**src/rtl/cde_ctrl_if.sv**
```systemverilog
// Command handshake and flash bus between the key-management sequencer and its environment.
// The master side issues commands and answers the flash; the slave side is cde_ctrl.
interface cde_ctrl_if #(
  parameter int ADDR_WIDTH = 4
);
  logic                  cmd_valid;
  logic [1:0]            cmd_op;
  logic                  cmd_ready;
  logic [ADDR_WIDTH:0]   boot_cnt;
  logic                  done;
  logic [1:0]            status;
  logic                  flash_rd;
  logic                  flash_wr;
  logic                  flash_ack;
  logic [ADDR_WIDTH-1:0] write_add;
  logic [ADDR_WIDTH:0]   used;

  modport master (
    output cmd_valid, cmd_op, boot_cnt, flash_ack,
    input  cmd_ready, done, status, flash_rd, flash_wr, write_add, used
  );

  modport slave (
    input  cmd_valid, cmd_op, boot_cnt, flash_ack,
    output cmd_ready, done, status, flash_rd, flash_wr, write_add, used
  );
endinterface

```
**src/rtl/cde_ctrl.sv**
```systemverilog
// Sequencer for the CAM/flash key store: BOOT reloads the CAM from flash, STORE encrypts and
// saves a new entry, RETRIEVE looks one up and decrypts it. All outputs are registered.
module cde_ctrl #(
  parameter int ADDR_WIDTH = 4,
  parameter int AES_TMO    = 64,
  parameter int CAM_LAT    = 2
) (
  input  logic       clk,
  input  logic       rst,
  cde_ctrl_if.slave  bus,
  input  logic       match,
  input  logic       ready_encryption,
  output logic       flash_or_acc_reg,
  output logic       flash_or_acc_sel,
  output logic       flash_acc_reg,
  output logic       flash_pass_reg,
  output logic       pass_enc_reg,
  output logic       new_old_pass_sel,
  output logic       plain_reg,
  output logic       local_master_reg,
  output logic       local_master_sel,
  output logic       out_reg,
  output logic       write_en,
  output logic       boot_lood
);

  localparam int                  SLOTS    = 2 ** ADDR_WIDTH;
  localparam int                  CNT_W    = $clog2(AES_TMO + CAM_LAT + 1);
  localparam logic [ADDR_WIDTH:0] SLOTS_V  = (ADDR_WIDTH + 1)'(SLOTS);
  localparam logic [CNT_W-1:0]    TMO_LAST = CNT_W'(AES_TMO - 1);
  localparam logic [CNT_W-1:0]    CAM_LAST = CNT_W'(CAM_LAT - 1);

  typedef enum logic [3:0] {
    IDLE, BT_RD, BT_LD, BT_WR, ST_LD, ST_CAM, ST_ENC, ST_WR,
    RT_LD, RT_CMP, RT_RD, RT_DEC, RT_ENC, RT_OUT, FIN
  } state_t;

  state_t                state;
  state_t                nxt;
  logic [ADDR_WIDTH:0]   used_q;
  logic [ADDR_WIDTH:0]   idx_q;
  logic [ADDR_WIDTH:0]   idx_nxt;
  logic [ADDR_WIDTH:0]   boot_total;
  logic [ADDR_WIDTH:0]   boot_clamped;
  logic [CNT_W-1:0]      wait_cnt;
  logic [1:0]            fin_status;
  logic [1:0]            status_q;
  logic                  cmd_ready_q;
  logic                  done_q;
  logic                  flash_rd_q;
  logic                  flash_wr_q;
  logic [ADDR_WIDTH-1:0] write_add_q;
  logic                  accept;
  logic                  enc_ready;
  logic                  enc_tmo;
  logic                  cam_done;

  assign bus.cmd_ready = cmd_ready_q;
  assign bus.done      = done_q;
  assign bus.status    = status_q;
  assign bus.flash_rd  = flash_rd_q;
  assign bus.flash_wr  = flash_wr_q;
  assign bus.write_add = write_add_q;
  assign bus.used      = used_q;

  // cmd_ready_q gates acceptance so the first edge after reset release cannot take a command.
  assign accept       = (state == IDLE) && bus.cmd_valid && cmd_ready_q;
  assign boot_clamped = (bus.boot_cnt > SLOTS_V) ? SLOTS_V : bus.boot_cnt;
  assign enc_ready    = (wait_cnt != '0) && ready_encryption;
  assign enc_tmo      = (wait_cnt == TMO_LAST);
  assign cam_done     = (wait_cnt == CAM_LAST);

  always_comb begin
    nxt        = state;
    fin_status = 2'b00;
    idx_nxt    = idx_q;
    case (state)
      IDLE: begin
        idx_nxt = '0;
        if (accept) begin
          case (bus.cmd_op)
            2'b00: nxt = (bus.boot_cnt == '0) ? FIN : BT_RD;
            2'b01: begin
              if (used_q == SLOTS_V) begin
                nxt        = FIN;
                fin_status = 2'b10;
              end else begin
                nxt = ST_LD;
              end
            end
            2'b10: nxt = RT_LD;
            default: begin
              nxt        = FIN;
              fin_status = 2'b11;
            end
          endcase
        end
      end
      BT_RD: if (bus.flash_ack) nxt = BT_LD;
      BT_LD: nxt = BT_WR;
      BT_WR: begin
        idx_nxt = idx_q + 1'b1;
        nxt     = (idx_nxt == boot_total) ? FIN : BT_RD;
      end
      ST_LD:  nxt = ST_CAM;
      ST_CAM: nxt = ST_ENC;
      ST_ENC: begin
        if (enc_ready) begin
          nxt = ST_WR;
        end else if (enc_tmo) begin
          nxt        = FIN;
          fin_status = 2'b11;
        end
      end
      ST_WR:  if (bus.flash_ack) nxt = FIN;
      RT_LD:  nxt = RT_CMP;
      RT_CMP: begin
        if (cam_done) begin
          if (match) begin
            nxt = RT_RD;
          end else begin
            nxt        = FIN;
            fin_status = 2'b01;
          end
        end
      end
      RT_RD:  if (bus.flash_ack) nxt = RT_DEC;
      RT_DEC: nxt = RT_ENC;
      RT_ENC: begin
        if (enc_ready) begin
          nxt = RT_OUT;
        end else if (enc_tmo) begin
          nxt        = FIN;
          fin_status = 2'b11;
        end
      end
      RT_OUT: nxt = FIN;
      FIN:    nxt = IDLE;
      default: nxt = IDLE;
    endcase
  end

  // Outputs are decoded from the next state so each strobe lines up with the state it belongs to.
  always_ff @(posedge clk or negedge rst) begin
    if (!rst) begin
      state            <= IDLE;
      used_q           <= '0;
      idx_q            <= '0;
      boot_total       <= '0;
      wait_cnt         <= '0;
      status_q         <= 2'b00;
      cmd_ready_q      <= 1'b0;
      done_q           <= 1'b0;
      flash_rd_q       <= 1'b0;
      flash_wr_q       <= 1'b0;
      write_add_q      <= '0;
      flash_or_acc_reg <= 1'b0;
      flash_or_acc_sel <= 1'b0;
      flash_acc_reg    <= 1'b0;
      flash_pass_reg   <= 1'b0;
      pass_enc_reg     <= 1'b0;
      new_old_pass_sel <= 1'b0;
      plain_reg        <= 1'b0;
      local_master_reg <= 1'b0;
      local_master_sel <= 1'b0;
      out_reg          <= 1'b0;
      write_en         <= 1'b0;
      boot_lood        <= 1'b0;
    end else begin
      state    <= nxt;
      idx_q    <= idx_nxt;
      wait_cnt <= ((nxt != state) || (state == IDLE)) ? '0 : wait_cnt + 1'b1;

      if (accept) boot_total <= boot_clamped;

      if ((state == BT_WR) && (nxt == FIN)) begin
        used_q <= boot_total;
      end else if (accept && (bus.cmd_op == 2'b00) && (bus.boot_cnt == '0)) begin
        used_q <= '0;
      end else if ((state == ST_WR) && bus.flash_ack) begin
        used_q <= used_q + 1'b1;
      end

      if ((nxt == FIN) && (state != FIN)) begin
        status_q <= fin_status;
      end else if (accept) begin
        status_q <= 2'b00;
      end

      cmd_ready_q <= (nxt == IDLE);
      done_q      <= (nxt == FIN);
      flash_rd_q  <= (nxt == BT_RD) || (nxt == RT_RD);
      flash_wr_q  <= (nxt == ST_WR);
      boot_lood   <= (nxt == RT_RD);

      case (nxt)
        BT_RD, BT_WR:  write_add_q <= idx_nxt[ADDR_WIDTH-1:0];
        ST_CAM, ST_WR: write_add_q <= used_q[ADDR_WIDTH-1:0];
        default:       write_add_q <= '0;
      endcase

      flash_or_acc_sel <= (nxt == ST_LD) || (nxt == RT_LD);
      flash_or_acc_reg <= (nxt == BT_LD) || (nxt == ST_LD) || (nxt == RT_LD);
      flash_acc_reg    <= (nxt == ST_CAM);
      write_en         <= (nxt == BT_WR) || (nxt == ST_CAM);
      new_old_pass_sel <= (nxt == RT_DEC);
      plain_reg        <= (nxt == ST_LD) || (nxt == RT_DEC);
      local_master_sel <= (nxt == RT_DEC);
      local_master_reg <= (nxt == ST_LD) || (nxt == RT_DEC);
      out_reg          <= (nxt == RT_OUT);

      // Event pulses: ciphertext capture on AES ready, and password capture on the flash ack.
      flash_pass_reg <= (state == ST_ENC) && (nxt == ST_WR);
      pass_enc_reg   <= (state == RT_RD) && (nxt == RT_DEC);
    end
  end

endmodule

```
**src/flat_wrapper.sv**
```systemverilog
// flat-port wrapper written by rule: the top's interface ports become plain ports
module cde_ctrl_flat 
#(
  parameter int ADDR_WIDTH = 4,
  parameter int AES_TMO    = 64,
  parameter int CAM_LAT    = 2
)
  (clk, rst, match, ready_encryption, flash_or_acc_reg, flash_or_acc_sel, flash_acc_reg, flash_pass_reg, pass_enc_reg, new_old_pass_sel, plain_reg, local_master_reg, local_master_sel, out_reg, write_en, boot_lood, bus_cmd_valid, bus_cmd_op, bus_boot_cnt, bus_flash_ack, bus_cmd_ready, bus_done, bus_status, bus_flash_rd, bus_flash_wr, bus_write_add, bus_used);
  cde_ctrl_if #(.ADDR_WIDTH(ADDR_WIDTH)) bus_i ();
  input  logic clk;
  input  logic rst;
  input  logic match;
  input  logic ready_encryption;
  output logic flash_or_acc_reg;
  output logic flash_or_acc_sel;
  output logic flash_acc_reg;
  output logic flash_pass_reg;
  output logic pass_enc_reg;
  output logic new_old_pass_sel;
  output logic plain_reg;
  output logic local_master_reg;
  output logic local_master_sel;
  output logic out_reg;
  output logic write_en;
  output logic boot_lood;
  input wire logic [$bits(bus_i.cmd_valid)-1:0] bus_cmd_valid;
  input wire logic [$bits(bus_i.cmd_op)-1:0] bus_cmd_op;
  input wire logic [$bits(bus_i.boot_cnt)-1:0] bus_boot_cnt;
  input wire logic [$bits(bus_i.flash_ack)-1:0] bus_flash_ack;
  output wire logic [$bits(bus_i.cmd_ready)-1:0] bus_cmd_ready;
  output wire logic [$bits(bus_i.done)-1:0] bus_done;
  output wire logic [$bits(bus_i.status)-1:0] bus_status;
  output wire logic [$bits(bus_i.flash_rd)-1:0] bus_flash_rd;
  output wire logic [$bits(bus_i.flash_wr)-1:0] bus_flash_wr;
  output wire logic [$bits(bus_i.write_add)-1:0] bus_write_add;
  output wire logic [$bits(bus_i.used)-1:0] bus_used;
  assign bus_i.cmd_valid = bus_cmd_valid;
  assign bus_i.cmd_op = bus_cmd_op;
  assign bus_i.boot_cnt = bus_boot_cnt;
  assign bus_i.flash_ack = bus_flash_ack;
  assign bus_cmd_ready = bus_i.cmd_ready;
  assign bus_done = bus_i.done;
  assign bus_status = bus_i.status;
  assign bus_flash_rd = bus_i.flash_rd;
  assign bus_flash_wr = bus_i.flash_wr;
  assign bus_write_add = bus_i.write_add;
  assign bus_used = bus_i.used;
  cde_ctrl #(.ADDR_WIDTH(ADDR_WIDTH), .AES_TMO(AES_TMO), .CAM_LAT(CAM_LAT)) u_core (.clk(clk), .rst(rst), .bus(bus_i), .match(match), .ready_encryption(ready_encryption), .flash_or_acc_reg(flash_or_acc_reg), .flash_or_acc_sel(flash_or_acc_sel), .flash_acc_reg(flash_acc_reg), .flash_pass_reg(flash_pass_reg), .pass_enc_reg(pass_enc_reg), .new_old_pass_sel(new_old_pass_sel), .plain_reg(plain_reg), .local_master_reg(local_master_reg), .local_master_sel(local_master_sel), .out_reg(out_reg), .write_en(write_en), .boot_lood(boot_lood));
endmodule
```
**config.mk**
```make
export PLATFORM = sky130hd
export DESIGN_NAME = cde_ctrl_flat
export DESIGN_NICKNAME = d
export VERILOG_FILES = /design/src/rtl/cde_ctrl_if.sv /design/src/rtl/cde_ctrl.sv /design/src/flat_wrapper.sv
export SDC_FILE = /design/constraint.sdc
export NUM_CORES = 1
export LEC_CHECK = 0
export CAP_MARGIN = 20
export CORE_MARGIN = 5
export CORE_UTILIZATION = 60
export CTS_BUF_LIST = sky130_fd_sc_hd__clkbuf_8
export DETAILED_ROUTE_END_ITERATION = 8
export HOLD_SLACK_MARGIN = 0.12
export PLACE_DENSITY = 0.87
export SLEW_MARGIN = 30
export SYNTH_ARGS = -nofsm -noshare
export SYNTH_HDL_FRONTEND = slang
export SYNTH_SLANG_ARGS = --single-unit
```
**constraint.sdc**
```tcl
create_clock -name clk -period 5.73 [get_ports clk]
set_input_delay 1.719 -clock clk [delete_from_list [all_inputs] [get_ports clk]]
set_output_delay 1.719 -clock clk [all_outputs]
set_load 0.02 [all_outputs]
```
==> results of run 1 <==
## worst max path at each step
| stage | start | endpoint | slack [ns] | cells past startpoint |
|---|---|---|---|---|
| finish | bus_cmd_valid | u_core.bus.status[1] | 1.16 | 8 |
| floorplan | bus_boot_cnt[4] | u_core.wait_cnt[6] | 2.00 | 7 |
| global placement | bus_cmd_valid | u_core.bus.status[0] | 0.99 | 8 |
| detailed placement | bus_cmd_valid | u_core.bus.status[1] | 0.91 | 8 |
| CTS | bus_cmd_valid | u_core.bus.status[1] | 1.21 | 8 |
| global route | bus_cmd_valid | u_core.bus.status[1] | 0.97 | 8 |
## cells in the mapped netlist, types with 3 or more instances
library cell,instances,share of area (%)
dfrtp_1,46,44
nand2_1,27,3.9
nor2_1,26,3.7
o21ai_0,15,2.9
inv_1,14,2.0
nor3_1,9,1.7
nor4_1,9,2.1
xor2_1,9,3.0
a21oi_1,8,1.5
clkbuf_1,8,1.1
nand3_1,7,1.3
ha_1,6,2.9
nand2b_1,6,1.4
o31ai_1,6,1.7
xnor2_1,6,2.0
a211oi_1,4,1.1
a22o_1,4,1.3
a311o_1,4,1.5
and2_1,4,0.95
and3_1,4,0.95
mux2i_1,4,1.5
o22ai_1,4,0.95
a21o_1,3,0.86
nand4_1,3,0.72
nor2b_1,3,0.72
o211ai_1,3,0.86
or2_2,3,0.72
## cell type report
cell class / instances / area (um^2) / share of cell area [%]
well taps: 52 / 65.1 / 2.10
multi-input cells: 211 / 1350 / 43.6
flip-flops and latches: 46 / 1150 / 37.1
inverters: 15 / 56.3 / 1.81
clock buffers: 5 / 68.8 / 2.22
repair buffers: 39 / 388 / 12.5
clock inverters: 3 / 21.3 / 0.685
## report_power, final
part	switching, mW	internal [mW]	leakage (nW)	total [mW]
clock	0.111	0.0858	0.0441	0.197
combinational	0.449	0.338	0.663	0.787
sequential	0.146	0.418	0.607	0.565
## per-layer routing
layer	share of wire (%)	vias up	routed length (um)
met1	45	1094	2790
met4	1.1	0	68
li1	-	1102	-
met3	7.6	13	474
met2	46	114	2890
met5	0	-	0
## cells by family (layout without fill, tap and decap cells)
kind of cell	after synthesis	after routing	share of synthesized area (%)
compound gates	69	69	18.7
simple gates	116	116	23.1
buf+inv	28	62	4.39
fa+ha+maj	6	6	2.87
mux	5	5	1.96
xor+xnor	15	15	5.01
flops	46	46	43.9
## critical path, delay by kind of cell
| family | cells | cell delay [ns] |
|---|---|---|
| AO/OA/AOI/OAI | 3 | 0.96 |
| buffers and inverters | 1 | 0.45 |
| AND/OR/NAND/NOR | 4 | 1.62 |
## cells in the final DEF, fill, tap and decap left out, types with 8 or more instances in the layout
master           instances
inv_1                   14
xor2_1                   9
nand2_1                 27
clkdlybuf4s50_1         38
a21oi_1                  8
nor4_1                   9
nor3_1                   9
dfrtp_1                 46
nor2_1                  26
o21ai_0                 15
==> key figures, run 1 <==
Global route
  • Met1 Resource Use GR: 30.8%
  • GR peak layer: met2
  • Global-route wire length before repair: 10.7 mm
  • M2 GR Usage: 35.4%
  • Largest net degree at the start of global routing: 47
  • GRT overflow: 0
  • GR Layer Usage met3: 4.14%
  • Antenna violations before repair: 0
  • Vias in the first global route: 2,198
  • Global-route usage over all layers: 22.1%

CTS
  • Cts hold-fix bufs: 0
  • Clk sinks: 46
  • Post_cts resized: 0
  • CTS clk-pin slew, worst paths: 0.09 ns
  • H-tree depth: 2
  • TritonCTS clock tree: built
  • Clock buffer count from CTS: 5
  • Clock buffer depth: 2
  • Clock root cell: clkbuf_8
  • Clk Latency, worst-skew pair: 0.30 ns
  • Post-CTS setup buffers: 0

Logic synthesis
  • Cell variety after synth: 57
  • Mapped Nets: 304
  • Post-Syn Instances: 285
  • Asr flop ratio synth: 100%
  • Mapped Area: 2620 um^2
  • Main synth FF type: dfrtp_1
  • Syn Area/Cell: 9.19 um^2
  • #FFs+latches synth: 46
  • Yosys warning count: 0
  • Number of synthesized flops with an enable pin: 0
  • Seq/Total Area, Yosys: 43.9%

Detailed routing
  • First-pass iteration count of the detailed router: 5
  • Via count: 2,323
  • DRC viols: 0
  • WL per Instance: 16.8 um
  • Vias per inst: 6.26
  • Post-Route WL: 6.22 mm
  • DRT antenna net count: 0
  • 1st-iter DRT viols: 357

STA
  • Tcrit/Tclk final: 79.8%
  • Fin crit period: 4.57 ns
  • RSZ-0062 raised after global routing: false
  • Final hold slack: 0.522 ns
  • Final setup vio count: 0
  • Fin worst setup slack: 1.16 ns
  • Clock skew: 0.0108 ns
  • Setup tns final: 0 ns
  • Final Hold Fails: 0
  • Least-Margin Pin Slew: 0.828 ns
  • Relative slew slack: 44.3%
  • Fmax: 219 MHz
  • Max-slew violations: 0

Finish
  • Final cell count without fillers: 371
  • Layout cell share with drive strength beyond 1: 5.33%
  • Core Util, Final: 72.3%
  • Final #Nets: 337
  • Antenna cells: 0
  • Most flop-heavy register: u_core.wait_cnt
  • Fill cells: 350
  • Area Overhead vs Synth: 18.5%
  • Final instance area: 3100 um^2
  • Max reg flops: 7

Placement
  • Dpl cell area: 3010 um^2
  • Dpl cells: 363
  • RePlAce Congestion: 0.920
  • DP HPWL: 4.56 mm
  • Port Buffer Count: 39
  • Post-place setup slack: 0.912 ns

Critical path
  • R2R Setup Slk: 2.29 ns
  • Critical path data required time: 5.91 ns
  • R2R Path End: u_core.bus.status[1]
  • Crit path DAT: 4.76 ns
  • FF-to-FF path depth: 7
  • Critical Path Start Type: primary input
  • CP max stage delay: 0.54 ns
  • Worst-path cell chain: clkdlybuf4s50_1 > nor4bb_1 > nand2_1 > o311a_1 > o31ai_1 > or3_1 > nand4b_1 > a311o_1
  • Reg2Reg Launch Point: u_core.state[1]
  • CP max FO: 13
  • CP Capture Type: register
  • Critical path type: primary input to register
  • CP max stage cell: nor4bb_1

Floorplanning
  • DIE AREA: 5790 um^2
  • FP Rows: 24
  • Die width: 76.1 um
  • IO Count: 40
  • Core area: 4290 um^2
  • Initial Util: 61.0%
  • Die Span Y: 76.1 um

Job
  • Max-Cap Viols: 0

Worst hold path
  • Hold Path Depth: 1
  • Hold Startpoint: u_core.wait_cnt[0]
  • Hold path endpoint: u_core.wait_cnt[0]
  • Hold Crit Class: register to register

Status
  • Outcome: finished, final reports clean

Pwr
  • Pwr Total: 1.55 mW
  • P per Cell Area: 499 nW/um^2
  • Lkg Pwr: 1.31 nW
  • Worst vdd ir: 0.000255 V
No activity file was read; power rests on OpenSTA's default activity.
==> run 2, diff against run 1 <==
--- a/config.mk
+++ b/config.mk
@@ -7,11 +7,11 @@
 export LEC_CHECK = 0
 export CAP_MARGIN = 20
 export CORE_MARGIN = 5
-export CORE_UTILIZATION = 60
+export CORE_UTILIZATION = 50
 export CTS_BUF_LIST = sky130_fd_sc_hd__clkbuf_8
 export DETAILED_ROUTE_END_ITERATION = 8
 export HOLD_SLACK_MARGIN = 0.12
-export PLACE_DENSITY = 0.87
+export PLACE_DENSITY = 0.78
 export SLEW_MARGIN = 30
 export SYNTH_ARGS = -nofsm -noshare
 export SYNTH_HDL_FRONTEND = slang
==> constraint.sdc (replaced) <==
create_clock -name clk -period 4.18 [get_ports clk]
set_input_delay 1.254 -clock clk [delete_from_list [all_inputs] [get_ports clk]]
set_output_delay 1.254 -clock clk [all_outputs]
set_load 0.02 [all_outputs]
==> run 2 against run 1 <==
Worst hold slack improved by 0.0042 ns; sequential cell count unchanged; die area increased by 17%; register-to-register slack got worse by 0.95 ns; critical path type unchanged; critical endpoint is now u_core.bus.status[0]; largest cell class unchanged; highest routed layer unchanged.
==> key figures, run 2 (synthesis gave the netlist of run 1 again) <==
Detailed routing
  • DRT antenna net count: 0 (unchanged)
  • 1st-iter DRT viols: 254 (-29%)
  • Via count: 2,297 (-1.1%)
  • Post-Route WL: 5.91 mm (-5.0%)
  • First-pass iteration count of the detailed router: 4 (-1)
  • WL per Instance: 15.0 um (-11%)
  • DRC viols: 0 (unchanged)
  • Vias per inst: 5.82 (-7.1%)

Global route
  • Global-route wire length before repair: 10.2 mm (-4.9%)
  • GRT overflow: 0 (unchanged)
  • Largest net degree at the start of global routing: 47 (unchanged)
  • Vias in the first global route: 2,191 (-0.32%)
  • Antenna violations before repair: 0 (unchanged)
  • Global-route usage over all layers: 19.6% (-2.5 points)

Critical path
  • CP Capture Type: register
  • FF-to-FF path depth: 7 (unchanged)
  • Worst setup startpoint: bus_boot_cnt[4]
  • Critical Path Start Type: primary input
  • Reg2Reg Launch Point: u_core.state[1]
  • R2R Setup Slk: 1.34 ns (-0.95 ns)
  • Critical path type: primary input to register
  • R2R Path End: u_core.bus.status[0]
  • CP endpoint: u_core.bus.status[0]
  • Crit path DAT: 3.75 ns (-1.01 ns)
  • Critical path data required time: 4.37 ns (-1.54 ns)
  • CP max FO: 6 (-7)

CTS
  • Post_cts resized: 0 (unchanged)
  • Clk Latency, worst-skew pair: 0.30 ns (about the same)
  • Clock root cell: clkbuf_8
  • Clk sinks: 46 (unchanged)
  • Cts hold-fix bufs: 0 (unchanged)
  • H-tree depth: 2 (unchanged)
  • Clock buffer depth: 2 (unchanged)
  • CTS clk-pin slew, worst paths: 0.08 ns (about the same)
  • Clock buffer count from CTS: 5 (unchanged)
  • Post-CTS setup buffers: 0 (unchanged)
  • TritonCTS clock tree: built

Placement
  • DP HPWL: 4.49 mm (-1.7%)
  • Port Buffer Count: 39 (unchanged)
  • RePlAce Congestion: 0.945 (+2.7%)
  • Dpl cells: 387 (+6.6%)

Finish
  • Most flop-heavy register: u_core.wait_cnt
  • Most frequent cells in the layout: dfrtp_1, clkdlybuf4s50_1, nand2_1
  • Layout cell share with drive strength beyond 1: 6.77% (+1.4 points)
  • Commonest non-fill, non-tap cell in the layout: dfrtp_1
  • Final #Nets: 343 (+1.8%)
  • Antenna cells: 0 (unchanged)
  • Fill cells: 470 (+34%)
  • Core Util, Final: 62.1% (-10 points)
  • Final cell count without fillers: 395 (+6.5%)
  • Area Overhead vs Synth: 21.1%
  • Max reg flops: 7 (unchanged)

STA
  • Tcrit/Tclk final: 85.2%
  • Final setup vio count: 0 (unchanged)
  • Fin crit period: 3.56 ns
  • Relative slew slack: 54.4% (+10 points)
  • Final Hold Fails: 0 (unchanged)
  • Setup tns final: 0 ns (unchanged)
  • Fmax: 281 MHz
  • Max-slew violations: 0 (unchanged)
  • Clock skew: 0.00368 ns (-0.00710 ns)
  • RSZ-0062 raised after global routing: false
  • Least-Margin Pin Slew: 0.682 ns (-0.146 ns)

Floorplanning
  • DIE AREA: 6790 um^2 (+17%)
  • IO Count: 40 (unchanged)
  • FP Rows: 26 (+8.3%)
  • Initial Util: 51.3% (-9.7 points)
  • Die Span Y: 82.4 um (+8.3%)
  • Core area: 5110 um^2 (+19%)
  • Die width: 82.4 um (+8.3%)

Job
  • Max-Cap Viols: 0 (unchanged)

Pwr
  • Worst vdd ir: 0.000290 V (+14%)
  • P per Cell Area: 674 nW/um^2 (+35%)
  • Lkg Pwr: 1.35 nW (+2.9%)

Worst hold path
  • Hold Crit Class: register to register
  • Hold Path Depth: 1 (unchanged)

Status
  • Outcome: finished, final reports clean
==> run 2: cell count changes in the layout (fill, tap and decap cells not counted) <==
cell	change
inv_1	+1
clkinvlp_4	-1
buf_4	+6
clkinv_4	-1
clkbuf_8	+1
==> run 2: layout make-up <==
class	instances	area [um^2]	share of cell area, %
multi-input combinational	211	1350	42.7
sequential	46	1150	36.3
timing repair buffer	45	433	13.6
tap	70	87.6	2.76
clock buffer	6	82.6	2.60
inverter	15	56.3	1.77
clock inverter	2	8.76	0.276
==> run 2: how the worst min path moves through the flow <==
stage                          from  slack [ns]            endpoint
3_5_place_dp     u_core.wait_cnt[0]        0.52  u_core.wait_cnt[0]
3_3_place_gp     u_core.wait_cnt[0]        0.50  u_core.wait_cnt[0]
6_report         u_core.wait_cnt[0]        0.53  u_core.wait_cnt[0]
2_1_floorplan    u_core.wait_cnt[0]        0.48  u_core.wait_cnt[0]
5_1_grt        u_core.boot_total[4]        0.57  u_core.bus.used[4]
4_1_cts          u_core.wait_cnt[0]        0.53  u_core.wait_cnt[0]
==> run 2: per-stage QoR <==
step                cell area (um^2)  worst slack, ns  power [mW]  hold slack, ns
floorplan                       2620            0.911        1.49           0.480
global placement                3080            0.346        1.84           0.503
detailed placement              3080            0.294        1.86           0.519
CTS                             3170            0.617        2.14           0.531
global route                    3170            0.491        2.32           0.571
finish                          3170            0.618        2.14           0.527
==> run 2: power breakdown <==
part	leakage [nW]	internal, mW	total, mW	switching [mW]
combinational	0.693	0.490	1.13	0.636
sequential	0.607	0.574	0.735	0.161
clock	0.0524	0.131	0.278	0.147
total	1.35	1.19	2.14	0.945
==> run 2: worst max-delay path: stages <==
cell             delay, ns
clkdlybuf4s50_1       0.46
or4_1                 0.56
or2_4                 0.27
o311a_1               0.31
o31ai_1               0.13
or3_1                 0.19
nand4b_1              0.19
a311o_1               0.39
==> run 2: routing by layer <==
| layer | share of wire (%) | vias to the layer above | GRT usage [%] |
|---|---|---|---|
| met5 | 0 | - | 0 |
| met3 | 6.8 | 11 | 2.82 |
| li1 | - | 1110 | - |
| met1 | 46 | 1090 | 28.3 |
| met2 | 45 | 86 | 29.6 |
| met4 | 2.0 | 0 | 7.64 |
==> run 3, diff against run 2 <==
--- a/config.mk
+++ b/config.mk
@@ -11,7 +11,7 @@
 export CTS_BUF_LIST = sky130_fd_sc_hd__clkbuf_8
 export DETAILED_ROUTE_END_ITERATION = 8
 export HOLD_SLACK_MARGIN = 0.12
-export PLACE_DENSITY = 0.78
+export PLACE_DENSITY = 0.8
 export SLEW_MARGIN = 30
 export SYNTH_ARGS = -nofsm -noshare
 export SYNTH_HDL_FRONTEND = slang
==> run 3 against run 2 <==
Total power is 0.12% lower; clock power barely moved; sequential power up 5.3%; worst hold slack got worse by 0.0075 ns; die area unchanged; sequential cell count is the same; maximum frequency decreased by 1.1%; routed wire length is 3.8% higher; first-iteration DRC count increased by 1.6%; sequential share of layout area is 0.086 points higher; critical path depth stayed put; largest power group unchanged.
==> key figures, run 3 (synthesis gave the netlist of run 1 again) <==
Status
  • Outcome: finished, final reports clean

Detailed routing
  • DRT antenna net count: 0 (unchanged)
  • DRC viols: 0 (unchanged)
  • Via count: 2,288 (-0.39%)
  • Post-Route WL: 6.14 mm (+3.8%)
  • WL per Instance: 15.6 um (+4.1%)
  • Vias per inst: 5.81 (-0.14%)
  • 1st-iter DRT viols: 258 (+1.6%)
  • First-pass iteration count of the detailed router: 4 (unchanged)

STA
  • Final setup vio count: 0 (unchanged)
  • Setup tns final: 0 ns (unchanged)
  • Clock skew: 0.00565 ns (+0.00196 ns)
  • RSZ-0062 raised after global routing: false
  • Fin crit period: 3.60 ns (+0.0411 ns)
  • Tcrit/Tclk final: 86.2% (+0.98 points)
  • Final Hold Fails: 0 (unchanged)
  • Max-slew violations: 0 (unchanged)
  • Least-Margin Pin Slew: 0.801 ns (+0.119 ns)
  • Fin worst setup slack: 0.577 ns (-0.0411 ns)
  • Relative slew slack: 46.6% (-7.8 points)
  • Fmax: 278 MHz (-1.1%)

Global route
  • GR peak layer: met2
  • M2 GR Usage: 32.2% (+2.6 points)
  • Global-route usage over all layers: 20.3% (+0.67 points)
  • GR Layer Usage met3: 3.58% (+0.76 points)
  • Met1 Resource Use GR: 28.2% (-0.12 points)
  • Vias in the first global route: 2,284 (+4.2%)
  • GRT overflow: 0 (unchanged)
  • Antenna violations before repair: 0 (unchanged)
  • Global-route wire length before repair: 10.6 mm (+3.8%)
  • Largest net degree at the start of global routing: 47 (unchanged)

Critical path
  • FF-to-FF path depth: 7 (unchanged)
  • CP max stage cell: or4_1
  • R2R Setup Slk: 1.28 ns (-0.06 ns)
  • CP max FO: 7 (+1)
  • Reg2Reg Launch Point: u_core.state[1]
  • Crit path DAT: 3.84 ns (+0.09 ns)
  • Critical path data required time: 4.42 ns (+0.05 ns)
  • Critical path type: primary input to register
  • R2R Path End: u_core.bus.status[1]
  • Worst-path cell chain: clkdlybuf4s50_1 > or4_1 > or2_4 > nand4_2 > a41oi_1 > or4_1 > a211o_1 > nor2_1
  • CP Capture Type: register
  • Most frequent CP cell: or4_1
  • Critical Path Start Type: primary input
  • CP max stage delay: 0.56 ns (about the same)

Floorplanning
  • Core area: 5110 um^2 (unchanged)
  • Initial Util: 51.3% (unchanged)
  • DIE AREA: 6790 um^2 (unchanged)
  • Die width: 82.4 um (unchanged)
  • Die Span Y: 82.4 um (unchanged)
  • FP Rows: 26 (unchanged)
  • IO Count: 40 (unchanged)

CTS
  • TritonCTS clock tree: built
  • Post-CTS setup buffers: 0 (unchanged)
  • Post_cts resized: 0 (unchanged)
  • H-tree depth: 2 (unchanged)
  • Clock buffer depth: 2 (unchanged)
  • Clock buffer count from CTS: 5 (unchanged)
  • Clk Latency, worst-skew pair: 0.30 ns (about the same)
  • CTS clk-pin slew, worst paths: 0.08 ns (about the same)
  • Clock root cell: clkbuf_8
  • Clk sinks: 46 (unchanged)
  • Cts hold-fix bufs: 0 (unchanged)

Finish
  • Layout cell share with drive strength beyond 1: 6.48% (-0.29 points)
  • Commonest non-fill, non-tap cell in the layout: dfrtp_1
  • Max reg flops: 7 (unchanged)
  • Antenna cells: 0 (unchanged)
  • Most flop-heavy register: u_core.wait_cnt
  • Final #Nets: 342 (-0.29%)
  • Fill cells: 463 (-1.5%)
  • FF+latch area: 1150 um^2 (unchanged)
  • Area Overhead vs Synth: 20.8%
  • Most frequent cells in the layout: dfrtp_1, clkdlybuf4s50_1, nand2_1
  • Multi-input gate area: 1350 um^2 (unchanged)
  • Final cell count without fillers: 394 (-0.25%)
  • Core Util, Final: 62.0% (-0.15 points)

Pwr
  • Worst vdd ir: 0.000279 V (-3.7%)
  • Pwr Total: 2.14 mW (-0.12%)
  • P per Cell Area: 675 nW/um^2 (+0.12%)
  • Lkg Pwr: 1.35 nW (-0.36%)

Placement
  • Port Buffer Count: 39 (unchanged)
  • DP HPWL: 4.61 mm (+2.7%)
  • Post-place setup slack: 0.262 ns (-0.0327 ns)
  • RePlAce Congestion: 0.950 (+0.60%)
  • Dpl cells: 386 (-0.26%)

Worst hold path
  • Hold Startpoint: u_core.wait_cnt[0]
  • Hold path endpoint: u_core.wait_cnt[0]
  • Hold Crit Class: register to register
  • Hold Path Depth: 1 (unchanged)

Job
  • Max-Cap Viols: 0 (unchanged)
[run 3: cell count changes in the layout (fill, tap and decap cells not counted), sizes merged]
cell and delta:
buf -1
[run 3: worst max path at each step]
| stage | from | cells past startpoint | slack, ns | to |
|---|---|---|---|---|
| floorplan | bus_boot_cnt[4] | 7 | 0.91 | u_core.wait_cnt[6] |
| global placement | bus_boot_cnt[4] | 8 | 0.32 | u_core.wait_cnt[6] |
| detailed placement | bus_boot_cnt[4] | 8 | 0.26 | u_core.wait_cnt[3] |
| CTS | bus_boot_cnt[4] | 8 | 0.58 | u_core.wait_cnt[3] |
| global route | bus_boot_cnt[4] | 8 | 0.42 | u_core.wait_cnt[4] |
| finish | bus_boot_cnt[4] | 8 | 0.58 | u_core.wait_cnt[2] |
[run 3: critical path, delay by kind of cell]
family	cells	cell delay, ns
buf+inv	1	0.46
compound gates	2	0.51
simple gates	5	1.61
[run 3: area by class of cell]
type / instances / share of cell area [%]
Inverter: 15 / 1.78
Clock inverter: 2 / 0.277
Sequential cell: 46 / 36.4
Clock buffer: 6 / 2.61
Multi-Input combinational cell: 211 / 42.8
Timing Repair Buffer: 44 / 13.4
Tap cell: 70 / 2.77
[run 3: report_power, final]
group	switching (mW)	leakage [nW]	internal (mW)
registers	0.201	0.607	0.573
clock network	0.148	0.0524	0.131
logic	0.600	0.688	0.484
total	0.949	1.35	1.19
[run 3: per-stage QoR]
| step | instance area [um^2] | hold slack [ns] |
|---|---|---|
| 3_3_place_gp | 3070 | 0.504 |
| 5_1_grt | 3170 | 0.552 |
| 4_1_cts | 3160 | 0.523 |
| 2_1_floorplan | 2620 | 0.480 |
| 6_report | 3170 | 0.519 |
| 3_5_place_dp | 3070 | 0.508 |
[run 3: metal layers]
layer  wire length [um]  vias to the layer above
met3                432                       15
met1               2770                     1085
met5                  0                        -
met2               2800                       83
met4                136                        0
li1                   -                     1105
